File: config.mk
export PLATFORM = sky130hd
export DESIGN_NAME = uart_cmd_sync_ctrl
export DESIGN_NICKNAME = d
export VERILOG_FILES = /design/src/rtl/uart_cmd_sync_ctrl.sv
export SDC_FILE = /design/constraint.sdc
export NUM_CORES = 1
export LEC_CHECK = 0
export CAP_MARGIN = 25
export CELL_PAD_IN_SITES_DETAIL_PLACEMENT = 1
export CELL_PAD_IN_SITES_GLOBAL_PLACEMENT = 1
export CORE_MARGIN = 3
export CORE_UTILIZATION = 50
export DETAILED_ROUTE_END_ITERATION = 8
export GPL_TIMING_DRIVEN = 0
export PLACE_DENSITY_LB_ADDON = 0.12
export SLEW_MARGIN = 0
export SYNTH_ARGS = -nofsm -noshare
export SYNTH_HDL_FRONTEND = slang
export SYNTH_SLANG_ARGS = --single-unit
File: constraint.sdc
create_clock -name i_clk -period 11.05 [get_ports i_clk]
set_input_delay 3.315 -clock i_clk [delete_from_list [all_inputs] [get_ports i_clk]]
set_output_delay 3.315 -clock i_clk [all_outputs]
set_load 0.1 [all_outputs]
File: src/rtl/uart_cmd_sync_ctrl.sv
// Decodes LF-terminated ASCII commands from uart_rx and gates N_CH PPS-sync enables with edge counts.
// Latency: LF accepted at t -> cmd_ok/cmd_err pulse, enable and edge-select update at t+1; PPS edge -> enable clear in 4 cycles.
// Backpressure: none; every i_rx_den strobe is consumed in the cycle it arrives.
module uart_cmd_sync_ctrl #(
  parameter int N_CH     = 2,
  parameter int ARG_W    = 16,
  parameter int MAX_LEN  = 16,
  parameter int EDGE_RST = 0
) (
  input  logic            i_clk,
  input  logic            i_res,
  input  logic [7:0]      i_rx_data,
  input  logic            i_rx_den,
  input  logic [N_CH-1:0] i_pps,
  output logic [N_CH-1:0] o_pps_sync_en,
  output logic            o_edge_sel,
  output logic            o_cmd_ok,
  output logic            o_cmd_err
);

  localparam int LEN_W = $clog2(MAX_LEN + 1);
  localparam int EXT_W = ARG_W + 4;

  localparam logic [7:0] C_LF = 8'h0A;
  localparam logic [7:0] C_CR = 8'h0D;
  localparam logic [7:0] C_SP = 8'h20;
  localparam logic [7:0] C_0  = 8'h30;
  localparam logic [7:0] C_1  = 8'h31;
  localparam logic [7:0] C_9  = 8'h39;
  localparam logic [7:0] C_C  = 8'h63;
  localparam logic [7:0] C_E  = 8'h65;
  localparam logic [7:0] C_S  = 8'h73;
  localparam logic [7:0] C_X  = 8'h78;

  typedef enum logic [2:0] {
    S_CMD0, S_CMD1, S_CH, S_SP, S_ARG, S_EDGE, S_END, S_ERR
  } state_t;

  state_t            state_q, state_d;
  logic [3:0]        ch_q, ch_d;
  logic [ARG_W-1:0]  acc_q, acc_d;
  logic              have_dig_q, have_dig_d;
  logic              is_sx_q, is_sx_d;
  logic              edge_val_q, edge_val_d;
  logic [LEN_W-1:0]  len_q, len_d;
  logic [N_CH-1:0]   en_q, en_d;
  logic [ARG_W-1:0]  rem_q [N_CH];
  logic [ARG_W-1:0]  rem_d [N_CH];
  logic [2:0]        sr_q [N_CH];
  logic [2:0]        sr_d [N_CH];
  logic [N_CH-1:0]   edge_q, edge_d;
  logic              edge_sel_q, edge_sel_d;
  logic              ok_q, ok_d;
  logic              err_q, err_d;

  // Command execution strobes produced by the parser on an accepted LF
  logic              arm_vld;
  logic [3:0]        arm_ch;
  logic [ARG_W-1:0]  arm_n;
  logic              sx_vld;
  logic              es_vld;
  logic              es_val;

  logic              is_digit;
  logic [3:0]        dig;
  logic [EXT_W-1:0]  acc_ext;

  assign is_digit = (i_rx_data >= C_0) && (i_rx_data <= C_9);
  assign dig      = i_rx_data[3:0];
  assign acc_ext  = EXT_W'(acc_q) * EXT_W'(10) + EXT_W'(dig);

  // Line parser: advances one step per received byte, CR is invisible, LF executes or rejects
  always_comb begin
    state_d    = state_q;
    ch_d       = ch_q;
    acc_d      = acc_q;
    have_dig_d = have_dig_q;
    is_sx_d    = is_sx_q;
    edge_val_d = edge_val_q;
    len_d      = len_q;
    err_d      = 1'b0;
    arm_vld    = 1'b0;
    arm_ch     = 4'd0;
    arm_n      = ARG_W'(1);
    sx_vld     = 1'b0;
    es_vld     = 1'b0;
    es_val     = edge_val_q;
    if (i_rx_den && (i_rx_data != C_CR)) begin
      if (i_rx_data == C_LF) begin
        state_d = S_CMD0;
        len_d   = '0;
        case (state_q)
          S_CMD0: ;  // empty line is silently dropped
          S_CH: arm_vld = 1'b1;
          S_SP: begin
            arm_vld = 1'b1;
            arm_ch  = ch_q;
          end
          S_ARG: begin
            if (have_dig_q) begin
              arm_vld = 1'b1;
              arm_ch  = ch_q;
              arm_n   = acc_q;
            end else begin
              err_d = 1'b1;
            end
          end
          S_END: begin
            sx_vld = is_sx_q;
            es_vld = !is_sx_q;
          end
          default: err_d = 1'b1;
        endcase
      end else if (len_q == LEN_W'(MAX_LEN)) begin
        // one byte past the limit poisons the rest of the line
        state_d = S_ERR;
      end else begin
        len_d = len_q + LEN_W'(1);
        case (state_q)
          S_CMD0: state_d = (i_rx_data == C_S) ? S_CMD1 : S_ERR;
          S_CMD1: begin
            if (i_rx_data == C_C) begin
              state_d = S_CH;
            end else if (i_rx_data == C_X) begin
              state_d = S_END;
              is_sx_d = 1'b1;
            end else if (i_rx_data == C_E) begin
              state_d = S_EDGE;
              is_sx_d = 1'b0;
            end else begin
              state_d = S_ERR;
            end
          end
          S_CH: begin
            if (is_digit && (int'(dig) < N_CH)) begin
              ch_d    = dig;
              state_d = S_SP;
            end else begin
              state_d = S_ERR;
            end
          end
          S_SP: begin
            if (i_rx_data == C_SP) begin
              acc_d      = '0;
              have_dig_d = 1'b0;
              state_d    = S_ARG;
            end else begin
              state_d = S_ERR;
            end
          end
          S_ARG: begin
            if (is_digit && (acc_ext <= EXT_W'({ARG_W{1'b1}}))) begin
              acc_d      = acc_ext[ARG_W-1:0];
              have_dig_d = 1'b1;
            end else begin
              state_d = S_ERR;
            end
          end
          S_EDGE: begin
            if ((i_rx_data == C_0) || (i_rx_data == C_1)) begin
              edge_val_d = i_rx_data[0];
              state_d    = S_END;
            end else begin
              state_d = S_ERR;
            end
          end
          default: state_d = S_ERR;
        endcase
      end
    end
    ok_d = arm_vld || sx_vld || es_vld;
  end

  // Per-channel PPS synchroniser, edge detector and enable/remaining-count update
  always_comb begin
    edge_sel_d = es_vld ? es_val : edge_sel_q;
    for (int k = 0; k < N_CH; k++) begin
      sr_d[k]   = {sr_q[k][1:0], i_pps[k]};
      edge_d[k] = edge_sel_q ? (sr_q[k][2:1] == 2'b01) : (sr_q[k][2:1] == 2'b10);
      en_d[k]   = en_q[k];
      rem_d[k]  = rem_q[k];
      if (arm_vld && (int'(arm_ch) == k)) begin
        en_d[k]  = 1'b1;
        rem_d[k] = arm_n;
      end else if (sx_vld) begin
        en_d[k]  = 1'b0;
        rem_d[k] = '0;
      end else if (edge_q[k] && en_q[k]) begin
        if (rem_q[k] == ARG_W'(1)) begin
          en_d[k]  = 1'b0;
          rem_d[k] = '0;
        end else if (rem_q[k] != '0) begin
          rem_d[k] = rem_q[k] - ARG_W'(1);
        end
      end
    end
  end

  // State register for parser, channels and registered outputs
  always_ff @(posedge i_clk) begin
    if (i_res) begin
      state_q    <= S_CMD0;
      ch_q       <= '0;
      acc_q      <= '0;
      have_dig_q <= 1'b0;
      is_sx_q    <= 1'b0;
      edge_val_q <= 1'b0;
      len_q      <= '0;
      en_q       <= '0;
      rem_q      <= '{default: '0};
      sr_q       <= '{default: '0};
      edge_q     <= '0;
      edge_sel_q <= (EDGE_RST != 0);
      ok_q       <= 1'b0;
      err_q      <= 1'b0;
    end else begin
      state_q    <= state_d;
      ch_q       <= ch_d;
      acc_q      <= acc_d;
      have_dig_q <= have_dig_d;
      is_sx_q    <= is_sx_d;
      edge_val_q <= edge_val_d;
      len_q      <= len_d;
      en_q       <= en_d;
      rem_q      <= rem_d;
      sr_q       <= sr_d;
      edge_q     <= edge_d;
      edge_sel_q <= edge_sel_d;
      ok_q       <= ok_d;
      err_q      <= err_d;
    end
  end

  assign o_pps_sync_en = en_q;
  assign o_edge_sel    = edge_sel_q;
  assign o_cmd_ok      = ok_q;
  assign o_cmd_err     = err_q;

endmodule

==> impl_table.tex <==
\begin{tabular}{lr}
\hline
Metric & Value \\
\hline
\multicolumn{2}{l}{\textbf{Finish}} \\
\quad Antenna Cells & 0 \\
\quad Count of nets after finishing & 769 \\
\quad Highest-count cells in the layout ignoring fill and taps & nor2\_1 (85), dfxtp\_1 (76), nand2\_1 (75) \\
\quad Area growth, synth to finish & 9.89\% \\
\quad Fraction of layout instances using a drive strength above 1 & 0.0457 \\
\quad Most common cell after layout, fill and taps aside & nor2\_1 \\
\multicolumn{2}{l}{\textbf{Power}} \\
\quad Pwr/cell area & 93.1 nW/um\^{}2 \\
\quad Pleak & 2.40 nW \\
\quad Peak ir drop on the vdd network & 0.0000751 V \\
\multicolumn{2}{l}{\textbf{Drt}} \\
\quad Total length of routed wires & 17100 um \\
\quad Total number of vias & 5311 \\
\quad Routed length per instance & 19.9 um \\
\quad Number of search-and-repair iterations in the first detailed-routing pass & 5 \\
\quad DRC violation total after the first TritonRoute iteration & 350 \\
\quad Post-route antenna net violation count & 0 \\
\quad Post-detailed-route DRC marker count & 0 \\
\quad Via density per instance & 6.19 \\
\multicolumn{2}{l}{\textbf{GRT}} \\
\quad Met3 Track Usage GR & 0.0552 \\
\quad Global-route layer with the greatest usage & met2 \\
\quad GRT overflow & 0 \\
\quad Number of global-route vias before repair & 5352 \\
\quad Total routing usage reported by global routing & 0.295 \\
\quad Global-route wire length before repair & 27600 um \\
\quad Number of antenna violations at the first check in global routing & 0 \\
\quad Met1 GRT Util & 0.366 \\
\quad Met2 demand-to-capacity share in global routing & 0.503 \\
\quad Largest net degree at the start of global routing & 14 \\
\multicolumn{2}{l}{\textbf{Min path}} \\
\quad Min-delay worst type & flop to flop \\
\multicolumn{2}{l}{\textbf{Critical path}} \\
\quad Most common cell type on the critical path & clkbuf\_1 \\
\quad Worst Path Buf+Inv & 4 \\
\quad Max stage delay on crit path & 460 ps \\
\quad Startpoint type of the worst setup path & primary input \\
\quad Arrival time of the worst setup path & 6870 ps \\
\quad Kind of end point of the critical path & flop \\
\quad Data required, critical path & 11300 ps \\
\quad Worst-path cell chain & clkdlybuf4s50\_1 > nor4\_1 > and4b\_1 > clkbuf\_1 > and2\_1 > buf\_2 > o21a\_1 > a41oi\_1 > a31oi\_1 > clkbuf\_1 > o21ai\_0 > a22oi\_1 > nor2\_1 \\
\quad Slowest cell on the critical path & clkdlybuf4s50\_1 \\
\quad Highest net fanout along the worst path & 10 \\
\quad Kind of cell with the highest combined delay on the critical path & buffers and inverters \\
\quad Class of the most critical setup path & primary input to flop \\
\multicolumn{2}{l}{\textbf{Clocking}} \\
\quad TritonCTS clock tree & built \\
\quad Quantity of gates resized following cts & 0 \\
\quad Clock sink count & 76 \\
\quad CTS clk-pin slew, worst paths & 80 ps \\
\quad H-Tree Depth & 3 \\
\quad Clock latency on the worst-skew pair & 380 ps \\
\quad Root cell of the clock tree & clkbuf\_8 \\
\quad CTS Buffer Depth & 2 \\
\quad Number of hold buffers added after cts & 0 \\
\quad TritonCTS buffer count & 9 \\
\quad Post CTS Setup Buffer Count & 0 \\
\multicolumn{2}{l}{\textbf{Synthesis}} \\
\quad Post-synthesis cell area & 5380 um\^{}2 \\
\quad Yosys warnings & 0 \\
\quad Count of flip-flops with a built-in enable after synthesis & 0 \\
\quad Async SR Flop Fraction & 0 \\
\quad Post-synthesis area per instance & 7.78 um\^{}2 \\
\quad Total of flip-flops plus latches after synthesis & 76 \\
\quad Sequential share of the synthesized area & 0.283 \\
\quad Top flip-flop cell by instance count after synthesis & dfxtp\_1 \\
\quad Distinct cells, synth & 67 \\
\quad Synthesized instance count & 691 \\
\quad Net Count, Synth & 743 \\
\multicolumn{2}{l}{\textbf{Job}} \\
\quad Count of maximum capacitance violations & 0 \\
\multicolumn{2}{l}{\textbf{STA}} \\
\quad Worst setup margin & 4420 ps \\
\quad Max-slew headroom & 0.305 \\
\quad Worst-case clock skew & 9.05 ps \\
\quad Number of slew-limit violations in the final report & 0 \\
\quad Maximum clock frequency & 151 MHz \\
\quad Final clock period utilization by the worst path & 0.600 \\
\quad Final hold violation count & 0 \\
\quad Setup violations, final & 0 \\
\quad Period minus WS final & 6630 ps \\
\quad Setup repair after global routing missed its margin & false \\
\quad Sum of negative setup slack & 0 ps \\
\quad Measured slew at the worst slew-check pin & 1030 ps \\
\multicolumn{2}{l}{\textbf{Floorplan}} \\
\quad Area inside the core boundary & 10400 um\^{}2 \\
\quad FP Rows & 37 \\
\quad Overall die area & 12000 um\^{}2 \\
\quad Die boundary height & 110 um \\
\quad X dimension of the die & 110 um \\
\quad Initial standard-cell utilization of the core & 0.518 \\
\quad Total I/O pin count & 18 \\
\multicolumn{2}{l}{\textbf{Place}} \\
\quad Placed wire-length estimate after detailed placement & 12700 um \\
\quad Count of port buffers added during placement & 15 \\
\quad Placer Congestion & 0.878 \\
\quad Pre-CTS setup slack & 4110 ps \\
\multicolumn{2}{l}{\textbf{Run status}} \\
\quad Status & finished clean \\
\hline
\end{tabular}
## registers in the layout, summed over array words and instances, names as in the netlist
name	cells
o_edge_sel	1
acc_q	16
sr_d	4
have_dig_q	1
sr_q	2
o_cmd_err	1
ch_q	4
edge_val_q	1
len_q	5
edge_q	2
o_cmd_ok	1
is_sx_q	1
rem_q	32
state_q	3
o_pps_sync_en	2
## final cells by class
type,instances,area [um^2]
Buffer,33,153
Clock buffer,11,151
Clock inverter,5,60.1
Fill cell,1320,4460
Inverter,17,63.8
Multi-Input combinational cell,565,3640
Sequential cell,76,1520
Tap cell,136,170
Timing Repair Buffer,15,150
## worst paths after layout
path / startpoint / endpoint / slack, ps / cells past startpoint
min: sr_d[4] / sr_d[5] / 460 / 1
max: i_rx_data[7] / rem_q[24] / 4420 / 13
max reg2reg: acc_q[1] / acc_q[9] / 6600 / 14
min reg2reg: sr_d[4] / sr_d[5] / 460 / 1
## metal layers
metal,routed length (um),vias to the layer above
li1,-,2557
met1,7620,2621
met2,8310,102
met3,711,31
met4,410,0
met5,0,-
## kinds of logic (layout without fill, tap and decap cells)
logic type | Yosys count | in the layout | synth area share
AND/OR/NAND/NOR | 299 | 299 | 0.280
AO/OA/AOI/OAI | 176 | 176 | 0.213
flip-flops | 76 | 76 | 0.283
buffers and inverters | 50 | 81 | 0.0403
adder cells (fa/ha/maj) | 39 | 39 | 0.0936
XOR/XNOR | 31 | 31 | 0.0519
multiplexers | 20 | 20 | 0.0382
## power by group
group	switching (mW)	internal [mW]	total [mW]
combinational	0.0269	0.0164	0.0433
sequential	0.00234	0.276	0.279
clock	0.111	0.117	0.228
total	0.140	0.410	0.550
## stage by stage
step	area, um^2	utilization	power [mW]	cells	hold WS [ps]
after floorplan	5380	-	0.312	691	414
after global placement	5700	0.549	0.326	842	435
after detailed placement	5700	0.549	0.328	842	438
after CTS	5910	0.570	0.551	858	467
after global routing	5910	0.570	0.570	858	477
final	5910	0.570	0.550	858	463
## synth_stat cells, types with 3 or more instances
| library cell | count | area, um^2 |
|---|---|---|
| a211oi_2 | 3 | 37.5 |
| nor3_1 | 22 | 110 |
| buf_1 | 3 | 11.3 |
| a21oi_1 | 47 | 235 |
| nor3b_1 | 4 | 30.0 |
| o41ai_1 | 5 | 43.8 |
| nor2_1 | 85 | 319 |
| xor2_1 | 12 | 105 |
| nor2b_1 | 17 | 106 |
| o21a_1 | 4 | 30.0 |
| and2_1 | 7 | 43.8 |
| mux2i_1 | 19 | 190 |
| o31ai_1 | 10 | 75.1 |
| nand2b_1 | 24 | 150 |
| o211ai_1 | 3 | 22.5 |
| nand3_1 | 14 | 70.1 |
| dfxtp_1 | 76 | 1520 |
| clkbuf_1 | 26 | 97.6 |
| a21o_1 | 9 | 67.6 |
| nor4_1 | 14 | 87.6 |
| and3_1 | 6 | 37.5 |
| a211oi_1 | 18 | 135 |
| inv_1 | 17 | 63.8 |
| xnor2_1 | 18 | 158 |
| a31oi_1 | 4 | 25.0 |
| nand4_1 | 8 | 50.1 |
| a22oi_1 | 12 | 90.1 |
| o21ai_0 | 39 | 195 |
| nand2_1 | 75 | 282 |
| or3_1 | 3 | 18.8 |
| or4_1 | 3 | 22.5 |
| ha_1 | 37 | 463 |
| a22o_1 | 3 | 26.3 |
(Power assumes the default switching activity.)
